## config.mk

```make
export PLATFORM = sky130hd
export DESIGN_NAME = mips_lsu
export DESIGN_NICKNAME = d
export VERILOG_FILES = /design/src/rtl/mips_lsu_pkg.sv /design/src/rtl/mips_lsu.sv
export SDC_FILE = /design/constraint.sdc
export NUM_CORES = 1
export LEC_CHECK = 0
export ABC_AREA = 0
export ABC_CLOCK_PERIOD_IN_PS = 1200
export BUFFER_PORTS_ARGS = -buffer_cell sky130_fd_sc_hd__buf_2
export CAP_MARGIN = 20
export CORE_MARGIN = 3
export CORE_UTILIZATION = 42
export CTS_CLUSTER_DIAMETER = 40
export DETAILED_ROUTE_END_ITERATION = 10
export PLACE_DENSITY = 0.75
export REMOVE_ABC_BUFFERS = 1
export SETUP_SLACK_MARGIN = 0.1
export SLEW_MARGIN = 40
export SYNTH_ARGS = -nofsm -noshare
export SYNTH_HDL_FRONTEND = slang
export SYNTH_SLANG_ARGS = --single-unit
export TNS_END_PERCENT = 30
```

## constraint.sdc

```tcl
create_clock -name clk -period 1.2 [get_ports clk]
set_input_delay 0.06 -clock clk [delete_from_list [all_inputs] [get_ports clk]]
set_output_delay 0.06 -clock clk [all_outputs]
set_load 0.02 [all_outputs]
```

## src/rtl/mips_lsu_pkg.sv

```systemverilog
// Shared MIPS core definitions: opcode/funct constants, register-index width
// and the load/store unit FSM encoding.
package mips_lsu_pkg;

  localparam int REG_IDX_W = 5;

  localparam logic [5:0] OPCODE_RTYPE = 6'h00;
  localparam logic [5:0] OPCODE_J     = 6'h02;
  localparam logic [5:0] OPCODE_JAL   = 6'h03;
  localparam logic [5:0] OPCODE_BEQ   = 6'h04;
  localparam logic [5:0] OPCODE_BNE   = 6'h05;
  localparam logic [5:0] OPCODE_ADDI  = 6'h08;
  localparam logic [5:0] OPCODE_ANDI  = 6'h0c;
  localparam logic [5:0] OPCODE_ORI   = 6'h0d;
  localparam logic [5:0] OPCODE_LUI   = 6'h0f;
  localparam logic [5:0] OPCODE_LW    = 6'h23;
  localparam logic [5:0] OPCODE_SW    = 6'h2b;

  localparam logic [5:0] FUNCT_SLL = 6'h00;
  localparam logic [5:0] FUNCT_SRL = 6'h02;
  localparam logic [5:0] FUNCT_JR  = 6'h08;
  localparam logic [5:0] FUNCT_ADD = 6'h20;
  localparam logic [5:0] FUNCT_SUB = 6'h22;
  localparam logic [5:0] FUNCT_AND = 6'h24;
  localparam logic [5:0] FUNCT_OR  = 6'h25;
  localparam logic [5:0] FUNCT_SLT = 6'h2a;

  typedef enum logic [1:0] {
    LSU_IDLE   = 2'd0,
    LSU_REQ    = 2'd1,
    LSU_WAIT_R = 2'd2
  } lsu_state_e;

endpackage

```

## src/rtl/mips_lsu.sv

```systemverilog
// MIPS load/store unit: one outstanding word access on a req/gnt + rvalid port.
// Optional MIPS_LSU_ALIGN_CHECK_EN flags misaligned addresses instead of issuing them.
module mips_lsu
  import mips_lsu_pkg::*;
#(
  parameter int ADDR_W = 32,
  parameter int DATA_W = 32
) (
  input  logic                 clk,
  input  logic                 reset,
  input  logic                 req_valid,
  output logic                 req_ready,
  input  logic                 req_we,
  input  logic [ADDR_W-1:0]    req_addr,
  input  logic [DATA_W-1:0]    req_wdata,
  input  logic [REG_IDX_W-1:0] req_rd,
  output logic                 stall,
  output logic                 resp_valid,
  output logic [DATA_W-1:0]    resp_rdata,
  output logic [REG_IDX_W-1:0] resp_rd,
  output logic                 mem_req,
  output logic                 mem_we,
  output logic [ADDR_W-1:0]    mem_addr,
  output logic [DATA_W-1:0]    mem_wdata,
  input  logic                 mem_gnt,
  input  logic                 mem_rvalid,
  input  logic [DATA_W-1:0]    mem_rdata
`ifdef MIPS_LSU_ALIGN_CHECK_EN
  ,
  output logic                 err_valid,
  output logic [ADDR_W-1:0]    err_addr
`endif
);

  lsu_state_e state, state_nxt;

  logic                 we_q;
  logic [ADDR_W-1:0]    addr_q;
  logic [DATA_W-1:0]    wdata_q;
  logic [REG_IDX_W-1:0] rd_q;
  logic                 accept;
  logic                 resp_fire;
  logic                 misalign;
  logic                 idle_ready;

`ifdef MIPS_LSU_ALIGN_CHECK_EN
  logic err_fire;
  assign misalign   = |req_addr[1:0];
  // the cycle after a rejected access is spent reporting it, not accepting
  assign idle_ready = ~err_valid;
`else
  assign misalign   = 1'b0;
  assign idle_ready = 1'b1;
`endif

  always_ff @(posedge clk) begin
    if (reset) state <= LSU_IDLE;
    else       state <= state_nxt;
  end

  always_comb begin
    state_nxt = state;
    req_ready = 1'b0;
    mem_req   = 1'b0;
    mem_we    = 1'b0;
    accept    = 1'b0;
    resp_fire = 1'b0;
    unique case (state)
      LSU_IDLE: begin
        req_ready = idle_ready;
        if (req_valid && idle_ready && !misalign) begin
          accept    = 1'b1;
          state_nxt = LSU_REQ;
        end
      end
      LSU_REQ: begin
        mem_req = 1'b1;
        mem_we  = we_q;
        if (mem_gnt) state_nxt = we_q ? LSU_IDLE : LSU_WAIT_R;
      end
      LSU_WAIT_R: begin
        if (mem_rvalid) begin
          resp_fire = 1'b1;
          state_nxt = LSU_IDLE;
        end
      end
      default: state_nxt = LSU_IDLE;
    endcase
  end

`ifdef MIPS_LSU_ALIGN_CHECK_EN
  assign err_fire = (state == LSU_IDLE) && req_valid && idle_ready && misalign;
`endif

  assign stall = req_valid & ~req_ready;

  // latched request; address is word-aligned by dropping the byte offset
  always_ff @(posedge clk) begin
    if (reset) begin
      we_q    <= 1'b0;
      addr_q  <= '0;
      wdata_q <= '0;
      rd_q    <= '0;
    end else if (accept) begin
      we_q    <= req_we;
      addr_q  <= {req_addr[ADDR_W-1:2], 2'b00};
      wdata_q <= req_wdata;
      rd_q    <= req_rd;
    end
  end

  assign mem_addr  = addr_q;
  assign mem_wdata = wdata_q;

  always_ff @(posedge clk) begin
    if (reset) begin
      resp_valid <= 1'b0;
      resp_rdata <= '0;
      resp_rd    <= '0;
    end else begin
      resp_valid <= resp_fire;
      if (resp_fire) begin
        resp_rdata <= mem_rdata;
        resp_rd    <= rd_q;
      end
    end
  end

`ifdef MIPS_LSU_ALIGN_CHECK_EN
  always_ff @(posedge clk) begin
    if (reset) begin
      err_valid <= 1'b0;
      err_addr  <= '0;
    end else begin
      err_valid <= err_fire;
      if (err_fire) err_addr <= req_addr;
    end
  end
`endif

endmodule

```

### Word level (Yosys, flattened, before mapping)

Index checks and enable logic that the tools add are counted.

* register bits after elaboration: 108
* output and inout port bits: 106
* input bits: 107
* word-level logic and storage cells: 29

* bitwise operators: 2
* eq/ne operators: 5
* reduce and logical (&&, ||, !) cells: 2
* muxes and demuxes: 12

Operator list (number)
* 2-bit two-way mux: 4
* 1-bit two-way mux: 7
* 2-bit != test, second input constant: 3
* 2-bit one-hot mux with 3 select lines: 1
* 3-bit AND reduction: 1
* 2-bit by 1-bit equality test with 1-bit output, second input constant: 1
* 2-bit equality test, second input constant: 1
* 2-bit zero test: 1
* 1-bit AND: 1
* 1-bit inverter: 1

### Logic depth before layout (Yosys ltp)

Gate-level depths: netlist of run 1.

* word-level depth: 4
* gate-level depth with buffers: 6
* mapped depth without buffers: 2

### Least setup slack after synthesis of run 1

Ideal clock, no wire load.

* path kind: flip-flop to flip-flop
* from: reg state[1]
* to: reg wdata_q[0], in the netlist mem_wdata[0]
* path slack: -37 ps
* path buffers: 4
* setup time: 72 ps
* clock period less this slack: 1237 ps
* data required time: 1128 ps
* stages on the path, launching flop included: 7
* data arrival time: 1165 ps
* cells stage by stage: dfxtp_1 -> buf_2 -> nor3b_2 -> buf_4 -> buf_8 -> buf_12 -> mux2i_1

* cells in the longest elaborated chain, start to end: 2

RTL lines
* start, declared: RTL line mips_lsu.sv:35 `lsu_state_e state, state_nxt;`
* start signal, assigned: RTL line mips_lsu.sv:58 `else state <= state_nxt;`
* 2-bit zero test: RTL line mips_lsu.sv:68 `unique case (state)`
* 1-bit two-way mux: RTL line mips_lsu.sv:68
* end signal, assigned: RTL line mips_lsu.sv:107 `wdata_q <= req_wdata;`
* end, declared: RTL line mips_lsu.sv:39 `logic [DATA_W-1:0] wdata_q;`

No other way between the ends.
A chain may end at the register's enable or synchronous reset.

### Worst setup path in the final report of run 1

* from: reg state[0]
* to: reg wdata_q[11], in the netlist mem_wdata[11]

The elaborated chain is that of the path after synthesis.

==> results of run 1 <==
layer usage:
layer / vias up / global-route usage, %
met3: 16 / 4.51
met4: 0 / 7.29
met1: 1960 / 22.1
met2: 142 / 37.2
li1: 2115 / -
met5: - / 0
path summary, 6_finish.rpt:
check	startpoint	to	cells past startpoint
setup / recovery	state[0]	mem_wdata[11]	5
hold reg to reg	mem_addr[19]	mem_addr[19]	2
hold / removal	req_addr[16]	mem_addr[16]	3
setup reg to reg	state[0]	mem_wdata[11]	5
logic make-up (layout without fill, tap and decap cells):
family	Yosys count	in the layout	share of synthesized area (%)
AND/OR/NAND/NOR	217	217	28.3
flip-flops	108	108	44.7
multiplexers	105	105	21.7
buffers and inverters	38	348	5.01
AO/OA/AOI/OAI	2	2	0.258
other	1	2	0.0774
worst max-delay path, cell delays in order, from the launching register on:
cell and delay [ns]:
dfxtp_4 0.36, nor3b_4 0.19, buf_6 0.15, buf_12 0.14, buf_12 0.14, mux2i_2 0.22
per-stage QoR:
step	instances	setup WS, ns	total power [mW]	area [um^2]
floorplan	434	-3.45	4.73	4600
global placement	799	-0.0196	5.26	6080
detailed placement	799	-0.0398	5.30	6080
CTS	917	-0.0778	8.61	7490
global route	922	-0.119	9.03	7630
finish	922	-0.0697	8.63	7630
synth_stat cells:
library cell	number
buf_8	1
buf_6	3
nor3b_2	1
dfxtp_1	108
nor2_1	2
clkbuf_1	21
nand4bb_1	1
nand2b_1	207
nor2b_1	2
buf_2	3
a211oi_1	1
and3b_1	1
nand3b_1	1
a21oi_1	1
buf_12	2
and2_1	1
conb_1	1
or3b_2	1
buf_4	8
mux2i_1	105
final cells by class:
| cell class | count | area (um^2) |
|---|---|---|
| fill | 810 | 3400 |
| multi-input combinational | 326 | 2510 |
| timing repair buffer | 332 | 2470 |
| sequential | 108 | 2170 |
| clock buffer | 10 | 239 |
| tap | 140 | 175 |
| clock inverter | 6 | 63.8 |
what timing repair did:
| action | 4_1_cts | 5_1_grt |
|---|---|---|
| hold buffers | 98 | 0 |
| resized for setup | 25 | 10 |
| endpoints found under the hold margin | 99 | 0 |
| buffers inserted | 3 | 2 |
| endpoints found under the setup margin | 107 | 111 |
| pin swaps | 3 | 2 |
| cloned | 1 | 3 |
where the power goes:
group | total, mW | switching (mW) | internal, mW
logic | 1.78 | 0.790 | 0.988
registers | 3.88 | 0.102 | 3.77
clock network | 2.97 | 1.30 | 1.67
total | 8.63 | 2.19 | 6.43
flip-flops by register name (all words and copies together), names as in the netlist:
signal and count:
resp_rd 5, we_q 1, resp_rdata 32, mem_wdata 32, state 2, rd_q 5, mem_addr 30, resp_valid 1
==> summary.md, run 1 <==
| Metric | Value |
|---|---|
| Power Dens Cells | 1130 nW/um^2 |
| WL met1 | 5310 um |
| # setup viols final | 58 |
| Final core utilization | 69.2% |
| Synth warnings | 0 |
| Skew final | 0.00863 ns |
| Ratio of cells with drive above 1 in the final layout | 33.9% |
| Worst Path Arrival | 1.53 ns |
| Initial DRT Pass Iterations | 4 |
| CTS Buffer Depth | 2 |
| Post-Syn Area | 4840 um^2 |
| Period utilization | 106% |
| Critical Path RT | 1.46 ns |
| DRC errors left | 0 |
| Die Span X | 113 um |
| First-pass GRT wire length | 20900 um |
| Met3 WL post-DR | 798 um |
| Num rows | 38 |
| Diodes inserted | 0 |
| CTS Buf Count | 9 |
| Syn-to-layout area delta | 57.5% |
| Wirelength per Cell | 14.4 um |
| Top sig layer | met4 |
| H-tree levels | 3 |
| Worst Path Max Fanout | 7 |
| Max Freq | 0.788 GHz |
| Gate Count Post-Synth | 471 |
| Top-area cell type share of the netlist area | 44.7% |
| Failing checks | negative setup slack |
| Most common cell after layout, fill and taps aside | nand2b_1 |
| Vias | 4233 |
| Crit Path Class | flip-flop to flip-flop |
| Violation count after the first detailed-route iteration | 161 |
| Critical path endpoint category | flip-flop |
| Synth unique cells | 20 |
| Most frequent cells in the layout | 207 x nand2b_1, 203 x buf_2, 106 x dfxtp_1, 100 x mux2i_1, 98 x dlygate4sd3_1 |
| Outcome | finished, violations left |
| R2r setup slk | -0.07 ns |
| Tmin final | 1.27 ns |
| Final Max Tran Viols | 0 |
| Startpoint types | flip-flop |
| Worst hold path type | primary input to flip-flop |
| Overall die area | 12900 um^2 |
| Gr ovfl total | 0 |
| CTS tree | done |
| #FFs+latches synth | 108 |
| Initial antenna violation count | 0 |
| # nets final | 884 |
| Syn avg cell area | 10.3 um^2 |
| Setup TNS | -1.32 ns |
| WHS | 0.0118 ns |
| DPL Wire Length | 7890 um |
| Synth area leader | dfxtp_1 |
| Core Box Area | 11000 um^2 |
| Die Height | 113 um |
| Leak Pwr | 3.48 nW |
| Routed Wire Length | 13300 um |
| Worst-skew pair later-pin latency | 0.34 ns |
| Drt via density | 4.59 |
| Number of global-route vias before repair | 4437 |
| Setup ws final | -0.0697 ns |
| Synth area leaders | dfxtp_1 45%, nand2b_1 27%, mux2i_1 22% |
| Port Buf Inserts | 208 |
| Hold Violations, Final | 0 |
| Max-Cap Viols | 0 |
| Gr usage total | 20.0% |
| Clock slew at reported path FFs | 0.07 ns |
| Io pins | 213 |
| Register area share after synthesis | 44.7% |
| Initial Util | 43.9% |
| Antenna-violating nets left | 0 |
| Largest net degree at the start of global routing | 109 |
| Worst vdd ir | 688 uV |
| Clk root buf | clkbuf_16 |
| Placer Congestion | 0.770 |
| RSZ-0062 raised after global routing | true |
| Met2 wire length | 6990 um |
| Total clock sinks | 108 |
Power figures use the tool's default switching activity.
==> run 2: changes to the inputs <==
CORE_MARGIN = 2   (was 3)
GPL_TIMING_DRIVEN = 0   (was not set)
==> summary.md, run 2 (synthesis gave the netlist of run 1 again) <==
| Metric | Value |
|---|---|
| # nets final | 890 (was 884) |
| Tmin final | 1.42 ns (was 1.27 ns) |
| Critical Path RT | 1.46 ns (about the same) |
| Core Box Area | 11300 um^2 (was 11000 um^2) |
| Crit Path Class | flip-flop to flip-flop (unchanged) |
| Largest net degree at the start of global routing | 120 (was 109) |
| Leak Pwr | 3.51 nW (was 3.48 nW) |
| Worst-skew pair later-pin latency | 0.33 ns (was 0.34 ns) |
| Violation count after the first detailed-route iteration | 194 (was 161) |
| Drt via density | 4.59 (about the same) |
| Crit-path max cell delay | 0.36 ns (about the same) |
| CTS tree | done (unchanged) |
| Max Freq | 0.702 GHz (was 0.788 GHz) |
| # fillers | 821 (was 810) |
| Setup TNS | -7.99 ns (was -1.32 ns) |
| Antenna-violating nets left | 0 (unchanged) |
| DPL Wire Length | 7480 um (was 7890 um) |
| Hold Violations, Final | 0 (unchanged) |
| RSZ-0062 raised after global routing | true (unchanged) |
| Gr ovfl total | 0 (unchanged) |
| Initial Util | 42.8% (was 43.9%) |
| Vias | 4276 (was 4233) |
| Ratio of cells with drive above 1 in the final layout | 33.8% (was 33.9%) |
| Io pins | 213 (unchanged) |
| First-pass GRT wire length | 20800 um (was 20900 um) |
| Routed Wire Length | 12700 um (was 13300 um) |
| Power Dens Cells | 1130 nW/um^2 (about the same) |
| Failing checks | negative setup slack (unchanged) |
| DRC errors left | 0 (unchanged) |
| Most common cell after layout, fill and taps aside | nand2b_1 (unchanged) |
| Die Span X | 111 um (was 113 um) |
| Max-Cap Viols | 0 (unchanged) |
| Most frequent cells in the layout | 207 x nand2b_1, 204 x buf_2, 106 x dfxtp_1, 104 x mux2i_1, 96 x dlygate4sd3_1 (was 207 x nand2b_1, 203 x buf_2, 106 x dfxtp_1, 100 x mux2i_1, 98 x dlygate4sd3_1) |
| Critical-path top delay cell | dfxtp_4 (unchanged) |
| WHS | 0.0132 ns (was 0.0118 ns) |
| Total clock sinks | 108 (unchanged) |
| Worst Path Max Fanout | 5 (was 7) |
| Die Height | 111 um (was 113 um) |
| Overall die area | 12400 um^2 (was 12900 um^2) |
| Worst Path Arrival | 1.68 ns (was 1.53 ns) |
| Outcome | finished, violations left (unchanged) |
| Final Max Tran Viols | 0 (unchanged) |
| Placer Congestion | 0.776 (was 0.770) |
| Clk root buf | clkbuf_16 (unchanged) |
| Worst path cell trace | nor3b_4 -> buf_6 -> buf_12 -> buf_8 -> buf_12 -> buf_8 -> mux2i_1 (was nor3b_4 -> buf_6 -> buf_12 -> buf_12 -> mux2i_2) |
| Diodes inserted | 0 (unchanged) |
| CTS Buf Count | 9 (unchanged) |
| Initial antenna violation count | 0 (unchanged) |
| Final core utilization | 67.5% (was 69.2%) |
| Worst hold path type | primary input to flip-flop (unchanged) |
| Syn-to-layout area delta | 57.8% (was 57.5%) |
| Worst vdd ir | 954 uV (was 688 uV) |
| Number of global-route vias before repair | 4504 (was 4437) |
| Area of placed instances | 5970 um^2 (was 6080 um^2) |
| Gr usage total | 20.1% (was 20.0%) |
| Critical path endpoint category | flip-flop (unchanged) |
| Skew final | 0.00889 ns (was 0.00863 ns) |
| CTS Buffer Depth | 2 (unchanged) |
| Final instance area | 7640 um^2 (was 7630 um^2) |
| Setup ws final | -0.225 ns (was -0.0697 ns) |
| Initial DRT Pass Iterations | 4 (unchanged) |
| Startpoint types | flip-flop (unchanged) |
| Num rows | 39 (was 38) |
| Port Buf Inserts | 208 (unchanged) |
| # setup viols final | 83 (was 58) |
| Wirelength per Cell | 13.7 um (was 14.4 um) |
| H-tree levels | 3 (unchanged) |
| Period utilization | 119% (was 106%) |
| Clock slew at reported path FFs | 0.07 ns (about the same) |
run 2: worst paths after layout:
path                                    from      endpoint  slack (ns)  cells past startpoint
worst max-delay path                state[1]   mem_addr[9]       -0.22                      7
worst min-delay path                 mem_gnt      state[0]        0.01                      3
worst max register to register      state[1]   mem_addr[9]       -0.22                      7
worst min register to register  mem_addr[30]  mem_addr[30]        0.47                      2
run 2: metrics by stage:
step           cells  power, mW  setup slack (ns)
2_1_floorplan    434       4.73             -3.45
3_3_place_gp     785       5.21             -4.68
3_5_place_dp     795       5.22            -0.581
4_1_cts          923       8.65            -0.220
5_1_grt          931       9.01            -0.303
6_report         931       8.62            -0.225
run 2: critical path, delay by kind of cell (launching register included):
| family | cells | cell delay [ns] |
|---|---|---|
| buf+inv | 5 | 0.57 |
| flops | 1 | 0.36 |
| mux | 1 | 0.19 |
| simple gates | 1 | 0.23 |
run 2: metal layers:
metal	track usage [%]	up-vias	routed length, um
li1	-	2132	-
met1	22.4	1959	5240
met2	36.4	157	6430
met3	6.37	28	754
met4	6.67	0	310
met5	0	-	0
run 2: report_power, final:
group | switching, mW | internal [mW]
Sequential | 0.101 | 3.77
Clock | 1.25 | 1.73
Combinational | 0.783 | 0.988
run 2: area by class of cell:
cell class                 instances  area (um^2)  area share [%]
clock buffer                      12          256            3.36
clock inverter                     4         47.5           0.622
multi-input combinational        326         2460            32.2
sequential                       108         2170            28.4
tap                              143          179            2.34
timing repair buffer             338         2520            33.0
run 2: timing repair:
item / CTS / global route
hold buffers: 96 / 0
pin swaps: 2 / 2
resized for setup: 41 / 3
setup endpoints to repair: 110 / 107
hold endpoints to repair: 96 / 0
buffers inserted: 14 / 6
cloned: 2 / 2
